**config.mk**
```make
export PLATFORM = sky130hd
export DESIGN_NAME = conv1x1_scheduler
export DESIGN_NICKNAME = d
export VERILOG_FILES = /design/src/rtl/conv1x1_scheduler.sv
export SDC_FILE = /design/constraint.sdc
export NUM_CORES = 1
export LEC_CHECK = 0
export CAP_MARGIN = 10
export CORE_MARGIN = 10
export CORE_UTILIZATION = 58
export DETAILED_ROUTE_END_ITERATION = 8
export GPL_ROUTABILITY_DRIVEN = 0
export PLACE_DENSITY = 0.86
export SYNTH_ARGS = -nofsm -noshare
export SYNTH_HDL_FRONTEND = slang
export SYNTH_SLANG_ARGS = --single-unit
```
**constraint.sdc**
```tcl
create_clock -name clk -period 3.9 [get_ports clk]
set_input_delay 0.39 -clock clk [delete_from_list [all_inputs] [get_ports clk]]
set_output_delay 0.39 -clock clk [all_outputs]
set_load 0.05 [all_outputs]
```
**src/rtl/conv1x1_scheduler.sv**
```systemverilog
`default_nettype none
// conv1x1_scheduler: (pixel, oc) issue sequencer, MACC strobe alignment, credited result FIFO.
// Optional ReLU at FIFO push when CONV1X1_SCHED_RELU_EN is defined.
module conv1x1_scheduler #(
  parameter int DATA_WIDTH   = 8,
  parameter int ACC_WIDTH    = 20,
  parameter int IN_WIDTH     = 28,
  parameter int IN_HEIGHT    = 28,
  parameter int OUT_CHANNELS = 32,
  parameter int RD_LATENCY   = 2,
  parameter int FIFO_DEPTH   = 8,
  localparam int NUM_PIX     = IN_WIDTH * IN_HEIGHT,
  localparam int TOTAL       = NUM_PIX * OUT_CHANNELS,
  localparam int PIX_W       = (NUM_PIX > 1) ? $clog2(NUM_PIX) : 1,
  localparam int OC_W        = (OUT_CHANNELS > 1) ? $clog2(OUT_CHANNELS) : 1,
  localparam int ADDR_W      = (TOTAL > 1) ? $clog2(TOTAL) : 1
) (
  input  logic                  clk,
  input  logic                  rst,
  input  logic                  start,
  output logic                  busy,
  output logic                  done,
  output logic                  in_rd_en,
  output logic [PIX_W-1:0]      in_rd_addr,
  output logic                  wt_rd_en,
  output logic [OC_W-1:0]       wt_rd_addr,
  output logic                  macc_i_valid,
  input  logic                  macc_o_valid,
  input  logic [ACC_WIDTH-1:0]  macc_o_data,
  output logic [DATA_WIDTH-1:0] out_data,
  output logic [ADDR_W-1:0]     out_addr,
  output logic                  out_valid,
  input  logic                  out_ready,
  output logic                  err_overflow
);

  localparam int CRED_W = $clog2(FIFO_DEPTH + 1);
  localparam int PTR_W  = $clog2(FIFO_DEPTH);
  localparam int CNT_W  = $clog2(TOTAL + 1);

  typedef enum logic [1:0] {
    IDLE  = 2'd0,
    ISSUE = 2'd1,
    DRAIN = 2'd2,
    DONE  = 2'd3
  } state_t;

  state_t                  state, state_nxt;
  logic [CRED_W-1:0]       credits, credits_nxt;
  logic [CRED_W-1:0]       fill, fill_nxt;
  logic [CNT_W-1:0]        pop_count;
  logic [PIX_W-1:0]        pix;
  logic [OC_W-1:0]         oc;
  logic [RD_LATENCY-1:0]   lat_sr;
  logic [DATA_WIDTH-1:0]   mem [FIFO_DEPTH];
  logic [PTR_W-1:0]        wr_ptr, rd_ptr;
  logic [DATA_WIDTH-1:0]   push_val;
  logic                    issue_nxt, busy_nxt, done_nxt;
  logic                    last_pair, pop, fifo_full, push_ok, valid_q;
  logic                    unused_lsbs;

  assign last_pair = in_rd_en && (pix == PIX_W'(NUM_PIX - 1)) && (oc == OC_W'(OUT_CHANNELS - 1));
  assign pop       = valid_q && out_ready;
  assign fifo_full = (fill == CRED_W'(FIFO_DEPTH));
  assign push_ok   = macc_o_valid && !fifo_full;

`ifdef CONV1X1_SCHED_RELU_EN
  assign push_val = macc_o_data[ACC_WIDTH-1] ? '0 : macc_o_data[ACC_WIDTH-1 -: DATA_WIDTH];
`else
  assign push_val = macc_o_data[ACC_WIDTH-1 -: DATA_WIDTH];
`endif
  assign unused_lsbs = ^macc_o_data[ACC_WIDTH-DATA_WIDTH-1:0];

  always_comb begin
    state_nxt   = state;
    credits_nxt = credits;
    fill_nxt    = fill;
    case (state)
      IDLE:  if (start) state_nxt = ISSUE;
      ISSUE: if (last_pair) state_nxt = DRAIN;
      DRAIN: if ((pop_count == CNT_W'(TOTAL)) || (pop && (pop_count == CNT_W'(TOTAL - 1))))
               state_nxt = DONE;
      DONE:  state_nxt = IDLE;
      default: state_nxt = IDLE;
    endcase
    if (in_rd_en && !pop)
      credits_nxt = credits + CRED_W'(1);
    else if (!in_rd_en && pop)
      credits_nxt = credits - CRED_W'(1);
    if (state == IDLE && start)
      credits_nxt = '0;
    if (push_ok && !pop)
      fill_nxt = fill + CRED_W'(1);
    else if (!push_ok && pop)
      fill_nxt = fill - CRED_W'(1);
    // Issue is registered: decide next cycle's issue from next-cycle state and credits.
    issue_nxt = (state_nxt == ISSUE) && (credits_nxt < CRED_W'(FIFO_DEPTH));
    busy_nxt  = (state_nxt == ISSUE) || (state_nxt == DRAIN);
    done_nxt  = (state_nxt == DONE);
  end

  always_ff @(posedge clk) begin
    if (rst) begin
      state        <= IDLE;
      credits      <= '0;
      fill         <= '0;
      pop_count    <= '0;
      pix          <= '0;
      oc           <= '0;
      in_rd_en     <= 1'b0;
      busy         <= 1'b0;
      done         <= 1'b0;
      lat_sr       <= '0;
      wr_ptr       <= '0;
      rd_ptr       <= '0;
      valid_q      <= 1'b0;
      err_overflow <= 1'b0;
      for (int i = 0; i < FIFO_DEPTH; i++) mem[i] <= '0;
    end else begin
      state    <= state_nxt;
      credits  <= credits_nxt;
      fill     <= fill_nxt;
      in_rd_en <= issue_nxt;
      busy     <= busy_nxt;
      done     <= done_nxt;
      valid_q  <= (fill_nxt != '0);

      if (state == IDLE && start) begin
        pix       <= '0;
        oc        <= '0;
        pop_count <= '0;
      end else begin
        if (in_rd_en) begin
          if (oc == OC_W'(OUT_CHANNELS - 1)) begin
            oc  <= '0;
            pix <= (pix == PIX_W'(NUM_PIX - 1)) ? '0 : pix + PIX_W'(1);
          end else begin
            oc <= oc + OC_W'(1);
          end
        end
        if (pop) pop_count <= pop_count + CNT_W'(1);
      end

      lat_sr[0] <= in_rd_en;
      for (int i = 1; i < RD_LATENCY; i++) lat_sr[i] <= lat_sr[i-1];

      if (push_ok) begin
        mem[wr_ptr] <= push_val;
        wr_ptr      <= wr_ptr + PTR_W'(1);
      end
      if (macc_o_valid && fifo_full) err_overflow <= 1'b1;
      if (pop) rd_ptr <= rd_ptr + PTR_W'(1);
    end
  end

  assign wt_rd_en     = in_rd_en;
  assign in_rd_addr   = pix;
  assign wt_rd_addr   = oc;
  assign macc_i_valid = lat_sr[RD_LATENCY-1];
  assign out_valid    = valid_q;
  assign out_data     = mem[rd_ptr];
  assign out_addr     = pop_count[ADDR_W-1:0];

endmodule
`default_nettype wire

```
==> results of run 1 <==
==> layout make-up <==
type / instances / area, um2
multi-input combinational: 320 / 2330
sequential: 120 / 3040
tap: 129 / 161
clock inverter: 13 / 178
fill: 618 / 2460
inverter: 13 / 48.8
timing repair buffer: 60 / 593
clock buffer: 19 / 422
==> per-stage QoR <==
step | util, % | std cells
finish | 73.4 | 674
detailed placement | 66.9 | 642
global route | 73.4 | 674
global placement | 66.9 | 642
CTS | 73.4 | 674
floorplan | - | 469
==> power breakdown <==
part / internal, mW / switching, mW
logic: 0.227 / 0.318
registers: 1.40 / 0.0605
clock network: 1.03 / 0.568
total: 2.66 / 0.947
==> cell usage after synthesis (all sizes together), types with 11 or more instances <==
cell type / instances
nor3: 11
nor2: 55
and2: 66
edfxtp: 64
nand3: 11
xor2: 17
inv: 12
a21oi: 11
xnor2: 14
ha: 15
dfxtp: 56
nand2: 29
mux4: 16
==> worst paths after layout <==
| kind | cells after the start | slack [ns] | endpoint | from |
|---|---|---|---|---|
| hold reg to reg | 1 | 0.43 | lat_sr[1]$_SDFF_PP0_ | lat_sr[0]$_SDFF_PP0_ |
| setup reg to reg | 7 | 1.38 | mem[4][1]$_SDFFCE_PN0P_ | fill[0]$_SDFF_PP0_ |
| setup / recovery | 3 | 0.74 | out_data[5] | flop |
| hold / removal | 1 | 0.43 | lat_sr[1]$_SDFF_PP0_ | lat_sr[0]$_SDFF_PP0_ |
==> critical path, stage by stage, from the launching register on <==
cell	delay, ns
dfxtp_1	0.81
mux4_2	0.43
mux2_2	0.30
clkdlybuf4s50_1	0.71
==> state kept, by name, summed over array words and instances, names as in the netlist, named ones only <==
signal	count
wt_rd_addr	5
done	1
out_valid	1
rd_ptr	3
out_addr	15
state	2
in_rd_en	1
lat_sr	2
wr_ptr	3
credits	4
err_overflow	1
fill	4
busy	1
in_rd_addr	10
mem	64
==> layer usage <==
layer / part of all wire, % / vias up / GRT usage (%)
met4: 2.3 / 0 / 7.43
met1: 40 / 1789 / 18.9
li1: - / 1777 / -
met2: 52 / 109 / 31.8
met5: 0 / - / 0
met3: 5.6 / 29 / 6.33
==> logic make-up (layout without fill, tap and decap cells) <==
| family | Yosys count | after routing | synth area share [%] |
|---|---|---|---|
| buffers and inverters | 29 | 105 | 2.14 |
| AO/OA/AOI/OAI | 32 | 32 | 3.67 |
| AND/OR/NAND/NOR | 215 | 215 | 21.6 |
| multiplexers | 27 | 27 | 8.84 |
| XOR/XNOR | 31 | 31 | 4.94 |
| flip-flops | 120 | 120 | 55.4 |
| adder cells (fa/ha/maj) | 15 | 15 | 3.42 |
==> flow_summary.ini, run 1 <==
[power]
p_per_area_nw_per_um2 = 533
p_total_mw = 3.61
p_leak_nw = 2.52
peakVddDrop_mv = 0.334

[route]
vias_per_cell = 5.50
wirelength_mm = 12.2
wl_per_cell_um = 18.1
drt-initial-drc-count = 154
num_vias = 3704
antenna_left = 0
dr.pass1.iters = 4
drc = 0

[timing]
maxSlewViolCount = 0
rsz0062_at_grt = false
tns_ns = 0
fmax_mhz = 316
slew_headroom_pct = 48.7
worst_slew_pin_slew_ns = 0.768
hold_slack_ns = 0.434
worst_slack_ns = 0.738
finalCritPeriodShare_pct = 81.1
setup_viol = 0
period_minus_slack_ns = 3.16
hold_violations = 0
clock_skew_ns = 0.0115

[cts]
clk_pin_slew_ns = 0.06
worstSkewPairLatency_ns = 0.52
hold_buffers = 0
cts_tree = yes
post_cts_buffers = 0
cts_root_buffer = clkbuf_8
clockBufferDepth = 2
cts_buffers = 17
post_cts_resized = 0
clock-sinks = 120
htreeDepth = 4

[cells_and_area]
final_cell_mix = 65 x and2_1, 64 x edfxtp_1, 57 x clkdlybuf4s50_1, 56 x dfxtp_1, 54 x nor2_1
fin_area_um2 = 6780
final_common_cell = and2_1
syn_to_final_growth_pct = 23.4
antenna-diode-count = 0
final_nets = 572
drive_gt1_share_pct = 13.4

[logic_synthesis]
synth_cells = 469
postSynth.asyncResetShare_pct = 0
synth_cell_types = 50
ys_ff_latch = 120
synth_nets = 509
synthesis.area_um2 = 5490
ys.flop_type = edfxtp_1
synth_top_area_cell = edfxtp_1
synth_area_leaders = edfxtp_1 35%, dfxtp_1 20%, and2_1 7.4%
synth_seq_area_share_pct = 55.4
synth_enable_flop_cells = 64
synth_area_per_cell_um2 = 11.7
synth_top_cell_area_share_pct = 35.0
ys.warnings.count = 0

[global_routing]
gr-total-overflow = 0
track_usage_pct = 18.0
grt_pass1_vias = 3966
antenna_found_initial = 0
grt_max_degree = 25
grt_pass1_wl_mm = 19.9

[place]
place_ws_ns = 1.25
hpwlAfterDp_mm = 8.05
port-buffer-count = 57
dpl_cell_area_um2 = 6180

[die]
core_um2 = 9240
fp-row-count = 35
ioPinCount = 70
fp.dieW_um = 117
die-area_um2 = 13800
die_y_um = 117
start_util_pct = 59.4

[status]
outcome = finished, final reports clean

[critical_path]
cp_max_fo = 16
end_kind = output pin
worst_ep_arrival_time_ns = 2.77
path_class = reg2out
start_kind = flop
worstPathRequired_ns = 3.51

[min_path]
hold_class = reg2reg

[run]
maxCapViolCount = 0
(Power assumes the default switching activity.)
==> run 2: changes to the inputs <==
--- a/config.mk
+++ b/config.mk
@@ -7,10 +7,10 @@
 export LEC_CHECK = 0
 export CAP_MARGIN = 10
 export CORE_MARGIN = 10
-export CORE_UTILIZATION = 58
+export CORE_UTILIZATION = 55
 export DETAILED_ROUTE_END_ITERATION = 8
 export GPL_ROUTABILITY_DRIVEN = 0
-export PLACE_DENSITY = 0.86
+export PLACE_DENSITY = 0.82
 export SYNTH_ARGS = -nofsm -noshare
 export SYNTH_HDL_FRONTEND = slang
 export SYNTH_SLANG_ARGS = --single-unit
==> constraint.sdc (replaced) <==
create_clock -name clk -period 3.25 [get_ports clk]
set_input_delay 0.325 -clock clk [delete_from_list [all_inputs] [get_ports clk]]
set_output_delay 0.325 -clock clk [all_outputs]
set_load 0.05 [all_outputs]
==> run 2 against run 1 <==
Clock skew down 0.0025 ns. Combinational power is 23% higher. Flip-flop and latch count did not move. Cell count up 0.59%. Non-clock buffer count increased by 1. Worst hold slack better by 0.029 ns. Utilization decreased by 3.6 points. Setup slack worse by 0.56 ns. Power rose by 18%. Cell area increased by 0.15%. Largest cell class unchanged. Highest routed layer unchanged.
==> flow_summary.ini, run 2 (synthesis gave the netlist of run 1 again) <==
[status]
outcome = finished, final reports clean

[timing]
fmax_mhz = 325
setup_viol = 0
maxSlewViolCount = 0
period_minus_slack_ns = 3.08
finalCritPeriodShare_pct = 94.6
slew_headroom_pct = 44.6
rsz0062_at_grt = false
hold_slack_ns = 0.463
tns_ns = 0
hold_violations = 0
worst_slew_pin_slew_ns = 0.829
clock_skew_ns = 0.00907

[critical_path]
path_class = reg2out
r2r-start = fill[0]$_SDFF_PP0_
worstPathRequired_ns = 2.92
worst_ep_arrival_time_ns = 2.75
path_delay_family = buffers and inverters
cp_num_buf_inv = 2
end_kind = output pin
max_stage_delay_ns = 0.71
r2r-end = mem[0][6]$_SDFFCE_PN0P_
start_kind = flop
rrSetupSlack_ns = 0.62
cp_max_fo = 16
r2r_cells = 6
cp_slowest_cell = clkdlybuf4s50_1
worstPathCellList = buf_4 -> mux4_2 -> mux2_2 -> clkdlybuf4s50_1

[cts]
clock-sinks = 120
htreeDepth = 4
post_cts_buffers = 0
hold_buffers = 0
cts_buffers = 17
post_cts_resized = 0
worstSkewPairLatency_ns = 0.52
clk_pin_slew_ns = 0.06
clockBufferDepth = 2
cts_tree = yes
cts_root_buffer = clkbuf_8

[place]
hpwlAfterDp_mm = 8.10
port-buffer-count = 57

[route]
num_vias = 3719
drc = 0
antenna_left = 0
wirelength_mm = 12.3
dr.pass1.iters = 5
drt-initial-drc-count = 253
wl_per_cell_um = 18.1
vias_per_cell = 5.49

[die]
ioPinCount = 70
fp.dieW_um = 120
start_util_pct = 56.5
core_um2 = 9730
die-area_um2 = 14400
fp-row-count = 36
die_y_um = 120

[cells_and_area]
final_cell_mix = 65 x and2_1, 64 x edfxtp_1, 57 x clkdlybuf4s50_1, 56 x dfxtp_1, 54 x nor2_1
fillers = 686
largest_register = mem
largest_reg_flops = 64
antenna-diode-count = 0
final_common_cell = and2_1
final_nets = 573
drive_gt1_share_pct = 13.4
syn_to_final_growth_pct = 23.6

[global_routing]
track_usage_pct = 17.6
grt_pass1_wl_mm = 19.8
gr-total-overflow = 0
grt_max_degree = 26
antenna_found_initial = 0
grt_pass1_vias = 3933

[power]
p_leak_nw = 2.53
p_per_area_nw_per_um2 = 630
peakVddDrop_mv = 0.363

[min_path]
whs_path_depth = 1
hold_end = lat_sr[1]$_SDFF_PP0_
min-delay-start = lat_sr[0]$_SDFF_PP0_
hold_class = reg2reg

[run]
maxCapViolCount = 0
==> run 2: cell types whose count changed in the layout (fill, tap and decap cells not counted), sizes merged <==
cell and change:
clkbuf +7, clkinv -5, bufinv -3, buf +1
==> run 2: how the worst max path moves through the flow <==
stage | startpoint | endpoint | slack [ns] | cells past startpoint
CTS | flop | out_data[7] | 0.14 | 4
global placement | flop | out_data[7] | 0.74 | 4
global route | flop | out_data[7] | 0.08 | 4
finish | flop | out_data[7] | 0.17 | 4
floorplan | wt_rd_addr[0]$_SDFFE_PP0P_ | busy$_SDFF_PP0_ | 0.72 | 10
detailed placement | out_ready | credits[2]$_SDFFE_PP0P_ | 0.65 | 8
==> run 2: power breakdown <==
| part | internal [mW] | switching, mW |
|---|---|---|
| Combinational | 0.274 | 0.397 |
| Clock | 1.20 | 0.649 |
| Sequential | 1.68 | 0.0699 |
==> run 2: stage by stage <==
stage	total power [mW]	utilization (%)	setup slack (ns)	area, um2	instances
after floorplan	2.25	-	0.715	5490	469
after global placement	2.42	63.6	0.742	6190	647
final	4.28	69.8	0.174	6790	678
after CTS	4.29	69.8	0.144	6790	678
after detailed placement	2.44	63.6	0.650	6190	647
after global routing	4.42	69.8	0.0777	6790	678
==> run 2: layout make-up <==
class                      count  area (um2)  share of cell area [%]
clock inverter                 5        56.3                   0.829
tap                          133         166                    2.45
multi-input combinational    320        2330                    34.4
inverter                      13        48.8                   0.719
clock buffer                  26         541                    7.96
sequential                   120        3040                    44.8
timing repair buffer          61         601                    8.85
==> run 2: routing by layer <==
layer | vias to the layer above | track usage (%) | routed length, um
li1 | 1778 | - | -
met1 | 1801 | 18.8 | 4890
met2 | 117 | 30.6 | 6440
met3 | 23 | 6.99 | 681
met4 | 0 | 6.64 | 250
met5 | - | 0 | 0
